### config.mk
export PLATFORM = sky130hd
export DESIGN_NAME = div_unit_flat
export DESIGN_NICKNAME = d
export VERILOG_FILES = /design/src/rtl/div_unit_if.sv /design/src/rtl/div_unit.sv /design/src/flat_wrapper.sv
export SDC_FILE = /design/constraint.sdc
export NUM_CORES = 1
export LEC_CHECK = 0
export ABC_AREA = 1
export CAP_MARGIN = 20
export CORE_MARGIN = 2
export CORE_UTILIZATION = 60
export DETAILED_ROUTE_END_ITERATION = 10
export PLACE_DENSITY = 0.82
export REMOVE_ABC_BUFFERS = 1
export SLEW_MARGIN = 20
export SYNTH_ARGS = -nofsm -noshare
export SYNTH_HDL_FRONTEND = slang
export SYNTH_SLANG_ARGS = --single-unit
### constraint.sdc
create_clock -name clk_i -period 4.6 [get_ports clk_i]
set_input_delay 1.38 -clock clk_i [delete_from_list [all_inputs] [get_ports clk_i]]
set_output_delay 1.38 -clock clk_i [all_outputs]
set_load 0.02 [all_outputs]
### src/rtl/div_unit_if.sv
// Request/writeback bundle between the execute stage and the iterative divider.
// The master drives operands and control. The slave returns busy and the regfile write.
interface div_unit_if #(
    parameter int XLEN      = 32,
    parameter int REG_IDX_W = 5
);
    logic                 start_i;
    logic                 kill_i;
    logic [1:0]           op_i;
    logic [XLEN-1:0]      rs1_data_i;
    logic [XLEN-1:0]      rs2_data_i;
    logic [REG_IDX_W-1:0] rd_idx_i;
    logic                 busy_o;
    logic                 wen_o;
    logic [REG_IDX_W-1:0] rd_idx_o;
    logic [XLEN-1:0]      rd_data_o;

    modport master (
        output start_i, kill_i, op_i, rs1_data_i, rs2_data_i, rd_idx_i,
        input  busy_o, wen_o, rd_idx_o, rd_data_o
    );

    modport slave (
        input  start_i, kill_i, op_i, rs1_data_i, rs2_data_i, rd_idx_i,
        output busy_o, wen_o, rd_idx_o, rd_data_o
    );
endinterface

### src/rtl/div_unit.sv
// RV32M DIV/DIVU/REM/REMU using restoring radix-2 division, one quotient bit per cycle.
// The result is written back through a single-cycle regfile write pulse.
module div_unit #(
    parameter int XLEN      = 32,
    parameter int REG_IDX_W = 5
) (
    input  logic       clk_i,
    input  logic       reset_ni,
    div_unit_if.slave  bus
);
    localparam int              CNT_W = $clog2(XLEN + 1);
    localparam logic [XLEN-1:0] ONE   = {{(XLEN-1){1'b0}}, 1'b1};
    localparam logic [XLEN-1:0] MINV  = {1'b1, {(XLEN-1){1'b0}}};
    localparam logic [XLEN-1:0] ONES  = {XLEN{1'b1}};

    typedef enum logic [1:0] {S_IDLE, S_CALC, S_DONE} state_t;

    state_t               r_state;
    logic                 r_busy;
    logic                 r_wen;
    logic [REG_IDX_W-1:0] r_rd_idx;
    logic [XLEN-1:0]      r_rd_data;
    logic [REG_IDX_W-1:0] r_idx;
    logic                 r_is_rem;
    logic                 r_neg_q;
    logic                 r_neg_r;
    logic [XLEN-1:0]      r_quo;
    logic [XLEN-1:0]      r_rem;
    logic [XLEN-1:0]      r_div;
    logic [CNT_W-1:0]     r_cnt;

    logic            w_signed, w_a_neg, w_b_neg, w_div0, w_ovf, w_ge;
    logic [XLEN-1:0] w_abs_a, w_abs_b, w_special;
    logic [XLEN:0]   w_shift, w_diff;
    logic [XLEN-1:0] w_rem_nx, w_quo_nx, w_q_fix, w_r_fix, w_res;

    // Negating the most negative value wraps back to 0x80..0, which read as
    // unsigned is exactly its magnitude 2^(XLEN-1).
    assign w_signed = ~bus.op_i[0];
    assign w_a_neg  = w_signed & bus.rs1_data_i[XLEN-1];
    assign w_b_neg  = w_signed & bus.rs2_data_i[XLEN-1];
    assign w_abs_a  = w_a_neg ? (~bus.rs1_data_i + ONE) : bus.rs1_data_i;
    assign w_abs_b  = w_b_neg ? (~bus.rs2_data_i + ONE) : bus.rs2_data_i;

    assign w_div0    = (bus.rs2_data_i == '0);
    assign w_ovf     = w_signed & (bus.rs1_data_i == MINV) & (bus.rs2_data_i == ONES);
    assign w_special = w_div0 ? (bus.op_i[1] ? bus.rs1_data_i : ONES)
                              : (bus.op_i[1] ? '0 : MINV);

    // The dividend shifts out of r_quo MSB-first while quotient bits shift in at the LSB.
    assign w_shift  = {r_rem, r_quo[XLEN-1]};
    assign w_diff   = w_shift - {1'b0, r_div};
    assign w_ge     = ~w_diff[XLEN];
    assign w_rem_nx = w_ge ? w_diff[XLEN-1:0] : w_shift[XLEN-1:0];
    assign w_quo_nx = {r_quo[XLEN-2:0], w_ge};

    assign w_q_fix = r_neg_q ? (~w_quo_nx + ONE) : w_quo_nx;
    assign w_r_fix = r_neg_r ? (~w_rem_nx + ONE) : w_rem_nx;
    assign w_res   = r_is_rem ? w_r_fix : w_q_fix;

    always_ff @(posedge clk_i or negedge reset_ni) begin
        if (!reset_ni) begin
            r_state   <= S_IDLE;
            r_busy    <= 1'b0;
            r_wen     <= 1'b0;
            r_rd_idx  <= '0;
            r_rd_data <= '0;
            r_idx     <= '0;
            r_is_rem  <= 1'b0;
            r_neg_q   <= 1'b0;
            r_neg_r   <= 1'b0;
            r_quo     <= '0;
            r_rem     <= '0;
            r_div     <= '0;
            r_cnt     <= '0;
        end else begin
            case (r_state)
                S_IDLE: begin
                    r_wen <= 1'b0;
                    if (bus.start_i && !bus.kill_i) begin
                        r_busy   <= 1'b1;
                        r_idx    <= bus.rd_idx_i;
                        r_is_rem <= bus.op_i[1];
                        if (w_div0 || w_ovf) begin
                            r_state   <= S_DONE;
                            r_wen     <= (bus.rd_idx_i != '0);
                            r_rd_idx  <= bus.rd_idx_i;
                            r_rd_data <= w_special;
                        end else begin
                            r_state <= S_CALC;
                            r_quo   <= w_abs_a;
                            r_rem   <= '0;
                            r_div   <= w_abs_b;
                            r_cnt   <= CNT_W'(XLEN);
                            r_neg_q <= w_a_neg ^ w_b_neg;
                            r_neg_r <= w_a_neg;
                        end
                    end
                end
                S_CALC: begin
                    if (bus.kill_i) begin
                        r_state <= S_IDLE;
                        r_busy  <= 1'b0;
                    end else begin
                        r_quo <= w_quo_nx;
                        r_rem <= w_rem_nx;
                        r_cnt <= r_cnt - CNT_W'(1);
                        if (r_cnt == CNT_W'(1)) begin
                            r_state   <= S_DONE;
                            r_wen     <= (r_idx != '0);
                            r_rd_idx  <= r_idx;
                            r_rd_data <= w_res;
                        end
                    end
                end
                S_DONE: begin
                    r_state <= S_IDLE;
                    r_busy  <= 1'b0;
                    r_wen   <= 1'b0;
                end
                default: begin
                    r_state <= S_IDLE;
                    r_busy  <= 1'b0;
                    r_wen   <= 1'b0;
                end
            endcase
        end
    end

    assign bus.busy_o    = r_busy;
    assign bus.wen_o     = r_wen;
    assign bus.rd_idx_o  = r_rd_idx;
    assign bus.rd_data_o = r_rd_data;
endmodule

### src/flat_wrapper.sv
// flat-port wrapper written by rule: the top's interface ports become plain ports
module div_unit_flat 
#(
    parameter int XLEN      = 32,
    parameter int REG_IDX_W = 5
)
  (clk_i, reset_ni, bus_start_i, bus_kill_i, bus_op_i, bus_rs1_data_i, bus_rs2_data_i, bus_rd_idx_i, bus_busy_o, bus_wen_o, bus_rd_idx_o, bus_rd_data_o);
  div_unit_if #(.XLEN(XLEN), .REG_IDX_W(REG_IDX_W)) bus_i ();
  input  logic clk_i;
  input  logic reset_ni;
  input wire logic [$bits(bus_i.start_i)-1:0] bus_start_i;
  input wire logic [$bits(bus_i.kill_i)-1:0] bus_kill_i;
  input wire logic [$bits(bus_i.op_i)-1:0] bus_op_i;
  input wire logic [$bits(bus_i.rs1_data_i)-1:0] bus_rs1_data_i;
  input wire logic [$bits(bus_i.rs2_data_i)-1:0] bus_rs2_data_i;
  input wire logic [$bits(bus_i.rd_idx_i)-1:0] bus_rd_idx_i;
  output wire logic [$bits(bus_i.busy_o)-1:0] bus_busy_o;
  output wire logic [$bits(bus_i.wen_o)-1:0] bus_wen_o;
  output wire logic [$bits(bus_i.rd_idx_o)-1:0] bus_rd_idx_o;
  output wire logic [$bits(bus_i.rd_data_o)-1:0] bus_rd_data_o;
  assign bus_i.start_i = bus_start_i;
  assign bus_i.kill_i = bus_kill_i;
  assign bus_i.op_i = bus_op_i;
  assign bus_i.rs1_data_i = bus_rs1_data_i;
  assign bus_i.rs2_data_i = bus_rs2_data_i;
  assign bus_i.rd_idx_i = bus_rd_idx_i;
  assign bus_busy_o = bus_i.busy_o;
  assign bus_wen_o = bus_i.wen_o;
  assign bus_rd_idx_o = bus_i.rd_idx_o;
  assign bus_rd_data_o = bus_i.rd_data_o;
  div_unit #(.XLEN(XLEN), .REG_IDX_W(REG_IDX_W)) u_core (.clk_i(clk_i), .reset_ni(reset_ni), .bus(bus_i));
endmodule
Yosys cells after proc, flatten, opt, wreduce, memory -nomap -nowiden
Cells that the tools add are included.
Word-level totals
  flip-flop bits (word level): 151
  word-level logic and storage cells: 101
  output and inout port bits: 39
  input bits: 75
Operators by class
  add/sub/neg operators: 6
  mux-type cells: 44
  reduce and logical (&&, ||, !) cells: 15
  bitwise operators: 12
  eq/ne operators: 11
Operators by type and width (count)
  two-way mux 32 bit: 19
  case mux 32 bit (2 select lines): 3
  adder 32 x 1 -> 32 bit, second input constant: 4
  inverter 32 bit: 4
  == test 32 bit, second input constant: 2
  subtractor 33 x 32 -> 33 bit: 1
  logical NOT 32 bit: 1
  two-way mux 5 bit: 4
  two-way mux 6 bit: 3
  case mux 6 bit (2 select lines): 1
  case mux 5 bit (2 select lines): 1
  nonzero test 5 bit: 2
  two-way mux 2 bit: 4
  AND reduction 2 bit: 4
  == test 6 x 1 -> 1 bit, second input constant: 1
  two-way mux 1 bit: 6
  != test 2 x 1 -> 1 bit, second input constant: 3
  != test 2 bit, second input constant: 3
  subtractor 6 x 1 -> 6 bit, second input constant: 1
  AND reduction 5 bit: 1
  bitwise AND 1 bit: 4
  case mux 1 bit (2 select lines): 2
  case mux 2 bit (2 select lines): 1
  AND reduction 4 bit: 1
  other kinds (10): 12

Logic depth before layout (Yosys ltp)
  depth in word-level cells: 9
  depth in mapped cells: 33
  mapped depth without buffers: 31

Worst setup path after synthesis
No wires, ideal clock.
  path kind: register to register
  start: register u_core.r_quo[31]
  end: register u_core.r_rd_data[28] (netlist: u_core.bus.rd_data_o[28])
  setup slack: 0.621 ns
  data arrival time: 3.862 ns
  cell stages (with the launch flop): 32
  path buffers: 2
  library setup time: 0.117 ns
  period minus slack after synthesis: 3.979 ns
  data required time: 4.483 ns
  cells stage by stage: dfrtp_1 -> inv_1 -> ha_1 -> inv_1 -> fa_1 -> nand2_1 -> nand2_1 -> nand3_1 -> nand2_1 -> nand2_1 -> nand2_2 -> nand2_4 -> nand3_4 -> nand2_8 -> buf_12 -> buf_4 -> ha_1 -> inv_1 -> nor3_1 -> inv_1 -> nor2_1 -> nand4_1 -> nor4_1 -> nand3_1 -> nand2_1 -> o21ai_0 -> inv_1 -> nand3_1 -> a21oi_1 -> nand2_1 -> nand2_1 -> nand2_1
On the way
  word-level cells in the longest chain between the ends: 9
  elaborated cells between the ends (all ways): 13
  classes of those cells: add/sub (3); mux (7); bitwise (3)
RTL lines
  from (decl): line div_unit.sv:27  | logic [XLEN-1:0] r_quo;
  from (signal assigned): line div_unit.sv:91  | r_quo <= w_abs_a;
  from (signal assigned): line div_unit.sv:105  | r_quo <= w_quo_nx;
  subtractor 33 x 32 -> 33 bit: line div_unit.sv:52  | assign w_diff = w_shift - {1'b0, r_div};
  two-way mux 32 bit or inverter 1 bit (tied branches): line div_unit.sv:54, div_unit.sv:53
  inverter 32 bit (on tied branches): line div_unit.sv:58, div_unit.sv:57
  adder 32 x 1 -> 32 bit (on tied branches): line div_unit.sv:58, div_unit.sv:57
  two-way mux 32 bit (on tied branches): line div_unit.sv:58, div_unit.sv:57
  two-way mux 32 bit (*): line div_unit.sv:59  | assign w_res = r_is_rem ? w_r_fix : w_q_fix;
  two-way mux 32 bit (*): line div_unit.sv:108  | if (r_cnt == CNT_W'(1)) begin
  two-way mux 32 bit (*): line div_unit.sv:101  | if (bus.kill_i) begin
  case mux 32 bit (2 select lines) (*): line div_unit.sv:77  | case (r_state)
  to (signal assigned): line div_unit.sv:88  | r_rd_data <= w_special;
  to (signal assigned): line div_unit.sv:112  | r_rd_data <= w_res;
  to (decl): line div_unit.sv:22  | logic [XLEN-1:0] r_rd_data;
Every way passes the cells marked *; elsewhere a longest branch is shown, timed or not. The select of a mux whose other input is x is not followed.
A chain may end at the register's enable or synchronous reset.

Worst setup path in the final report
  start: register u_core.r_quo[31]
  end: register u_core.r_rd_data[26] (netlist: u_core.bus.rd_data_o[26])
The elaborated chain is that of the path after synthesis.

==> key figures <==
Run status
  – Status: finished, final reports clean

Cells and area
  – Design area: 15400 µm²
  – Layout Nets: 2371
  – Fillcell total: 1970
  – Area grow syn2layout: 15.3%
  – Register Area: 3780 µm²
  – Area occupied by multi-input gates: 8130 µm²
  – Final std cells w/o fill: 2550
  – Share of layout cells above drive strength 1: 7.49%

Routing
  – Via count: 14908
  – Number of vias per cell: 5.85
  – Drt pass-1 iters: 5
  – DRT Wirelength: 45.0 mm
  – DR iter-0 viols: 1676
  – DRC: 0
  – Post-DRT Antenna Nets: 0
  – Drt wl/cell: 17.6 µm

Floorplan
  – Die Area: 23500 µm²
  – Core area: 21900 µm²
  – FP Rows: 54
  – Chip width: 153 µm
  – Initial Utilization: 61.2%
  – Die height: 153 µm
  – Boundary Pins: 114

Worst setup path
  – Origin of the critical flop-to-flop path: u_core.r_quo[31]
  – Crit path from: u_core.r_quo[31]
  – CP peak stage delay: 430 ps
  – WP data required: 4950 ps
  – Crit Path Class: reg -> reg
  – Crit end category: flop
  – Crit path max fanout: 3
  – Crit-path most repeated cell: nand2_1
  – Slowest CP cell: fa_1
  – Startpoint types: flop
  – WP data arrival: 4640 ps

Global route
  – First-pass GRT wire length: 72.1 mm
  – Vias in the first global route: 13970
  – Antenna violations before repair: 2
  – Total gr overflow: 0
  – GRT Overall Usage: 38.3%
  – Largest net degree at the start of global routing: 75

Placement
  – Placed insts: 2517
  – IO buf count: 113
  – Gpl congestion: 0.957
  – Cell Area, Placed: 14800 µm²
  – Hpwl dp: 34.4 mm

Synth
  – Synth Flop Type: dfrtp_1
  – Flops & latches, synth: 151
  – Distinct cell type count after synthesis: 58
  – Synth async-reset ratio: 100%
  – Top cells by area, synth: dfrtp_1 28%, nand2_1 19%, inv_1 8.0%
  – Number of flops mapped to enable cells by yosys: 0
  – Ys Warns: 0
  – Seq/Total Area, Yosys: 28.2%
  – Post-Syn Instances: 2160
  – Synth top area share: 28.2%
  – Synth Cell Area: 13400 µm²
  – Cell accounting for the most synthesized area: dfrtp_1
  – Most frequent cells after synthesis: 670 x nand2_1, 285 x inv_1, 192 x nor2_1
  – Top-count cell post-synth: nand2_1
  – Syn Area/Cell: 6.20 µm²

STA
  – Max-slew headroom: 46.6%
  – Crit share post-route: 93.3%
  – Final clock skew: 15.8 ps
  – Max Fclk: 233 MHz
  – Final Hold Viols: 0
  – Minimum clock period after layout: 4290 ps
  – Final setup violating endpoints: 0
  – Worst-Margin Slew: 800 ps
  – Slew Limit Fails: 0

Clocking
  – TritonCTS Buffers: 17
  – CTS tree: built
  – H-tree depth: 4
  – Num Clock Sinks: 151
  – Root buf cell: clkbuf_16
  – CTS max path bufs: 2
  – Clock latency on the worst-skew pair: 450 ps
  – Clock-pin slew on the worst setup and hold paths: 80 ps

Worst hold path
  – Hold Crit Class: reg -> reg
  – Hold path start: u_core.bus.rd_data_o[4]

Run
  – Max Cap Viol: 0
metal layers:
layer  wire length [µm]  up-vias  GRT usage, %  share of wire (%)
met5                 13        -             0              0.029
met3               4490      108          8.08                 10
met4               1770        2          15.0                3.9
li1                   -     7193             -                  -
met1              18700     6885          52.8                 42
met2              20000      720          59.2                 44
state kept, by name, indices dropped and copies added, names as in the netlist:
register              count
u_core.bus.wen_o          1
u_core.bus.busy_o         1
u_core.r_is_rem           1
u_core.r_quo             32
u_core.r_div             32
u_core.bus.rd_data_o     32
u_core.r_neg_q            1
u_core.r_cnt              6
u_core.r_rem             32
u_core.bus.rd_idx_o       5
u_core.r_idx              5
u_core.r_state            2
u_core.r_neg_r            1
metrics by stage:
stage	setup slack (ps)	util [%]	hold WS (ps)	TNS [ps]
after global placement	224	67.7	456	0
after floorplan	-1080	-	442	-100970
after global routing	-7.96	70.5	509	-7.96
after CTS	250	70.5	485	0
after detailed placement	99.3	67.7	465	0
final	306	70.5	485	0
worst max-delay path: cells and delay by family, from the launching register on:
family	cells	cell delay, ps
buf+inv	4	310
simple gates	19	2290
fa+ha+maj	3	730
flops	1	400
compound gates	3	430
cells by family after synthesis:
family	Yosys count	share of synthesized area, %
adder cells (fa/ha/maj)	40	3.79
AND/OR/NAND/NOR	1172	38.0
XOR/XNOR	49	3.21
AO/OA/AOI/OAI	371	15.6
flip-flops	151	28.2
buffers and inverters	377	11.2
path summary, 6_finish.rpt:
kind	end	slack (ps)	cells past startpoint
setup / recovery	u_core.bus.rd_data_o[26]	310	29
hold / removal	u_core.bus.rd_data_o[4]	490	2
setup reg to reg	u_core.bus.rd_data_o[26]	310	29
hold reg to reg	u_core.bus.rd_data_o[4]	490	2
max in group asynchronous	u_core.r_rem[14]	2860	2
min in group asynchronous	u_core.r_rem[28]	910	1
cell type report:
| cell class | count | area share (%) |
|---|---|---|
| multi-input cells | 1632 | 52.6 |
| flip-flops and latches | 151 | 24.5 |
| repair buffers | 148 | 9.28 |
| inverters | 306 | 7.44 |
| clock buffers | 17 | 2.76 |
| well taps | 280 | 2.27 |
| clock inverters | 15 | 1.13 |
| diodes | 1 | 0.0162 |
cell usage in the layout (no fill, tap or decap), types with 8 or more instances in the layout:
cell and instances:
clkbuf_16 17, inv_1 284, a31oi_1 12, o22ai_1 42, nand3b_1 8, nor2_2 18, buf_4 32, nand4_1 28
nand3_1 167, nor3_1 24, nand2_2 27, nor2_1 190, clkdlybuf4s50_1 112, inv_2 21, a21oi_1 91, xnor2_1 16
nand2_1 670, xor2_1 33, o21ai_1 12, dfrtp_1 151, ha_1 39, o21ai_0 165, o211ai_1 18
what timing repair did:
| action | 4_1_cts | 5_1_grt |
|---|---|---|
| gates resized for setup | 0 | 2 |
| hold buffers | 0 | 0 |
| buffers inserted | 0 | 0 |
| endpoints found under the setup margin | 0 | 4 |
Power is left out: the tool's default activity adds up to more than one toggle a clock period on the data nets, which glitch-free logic cannot reach.
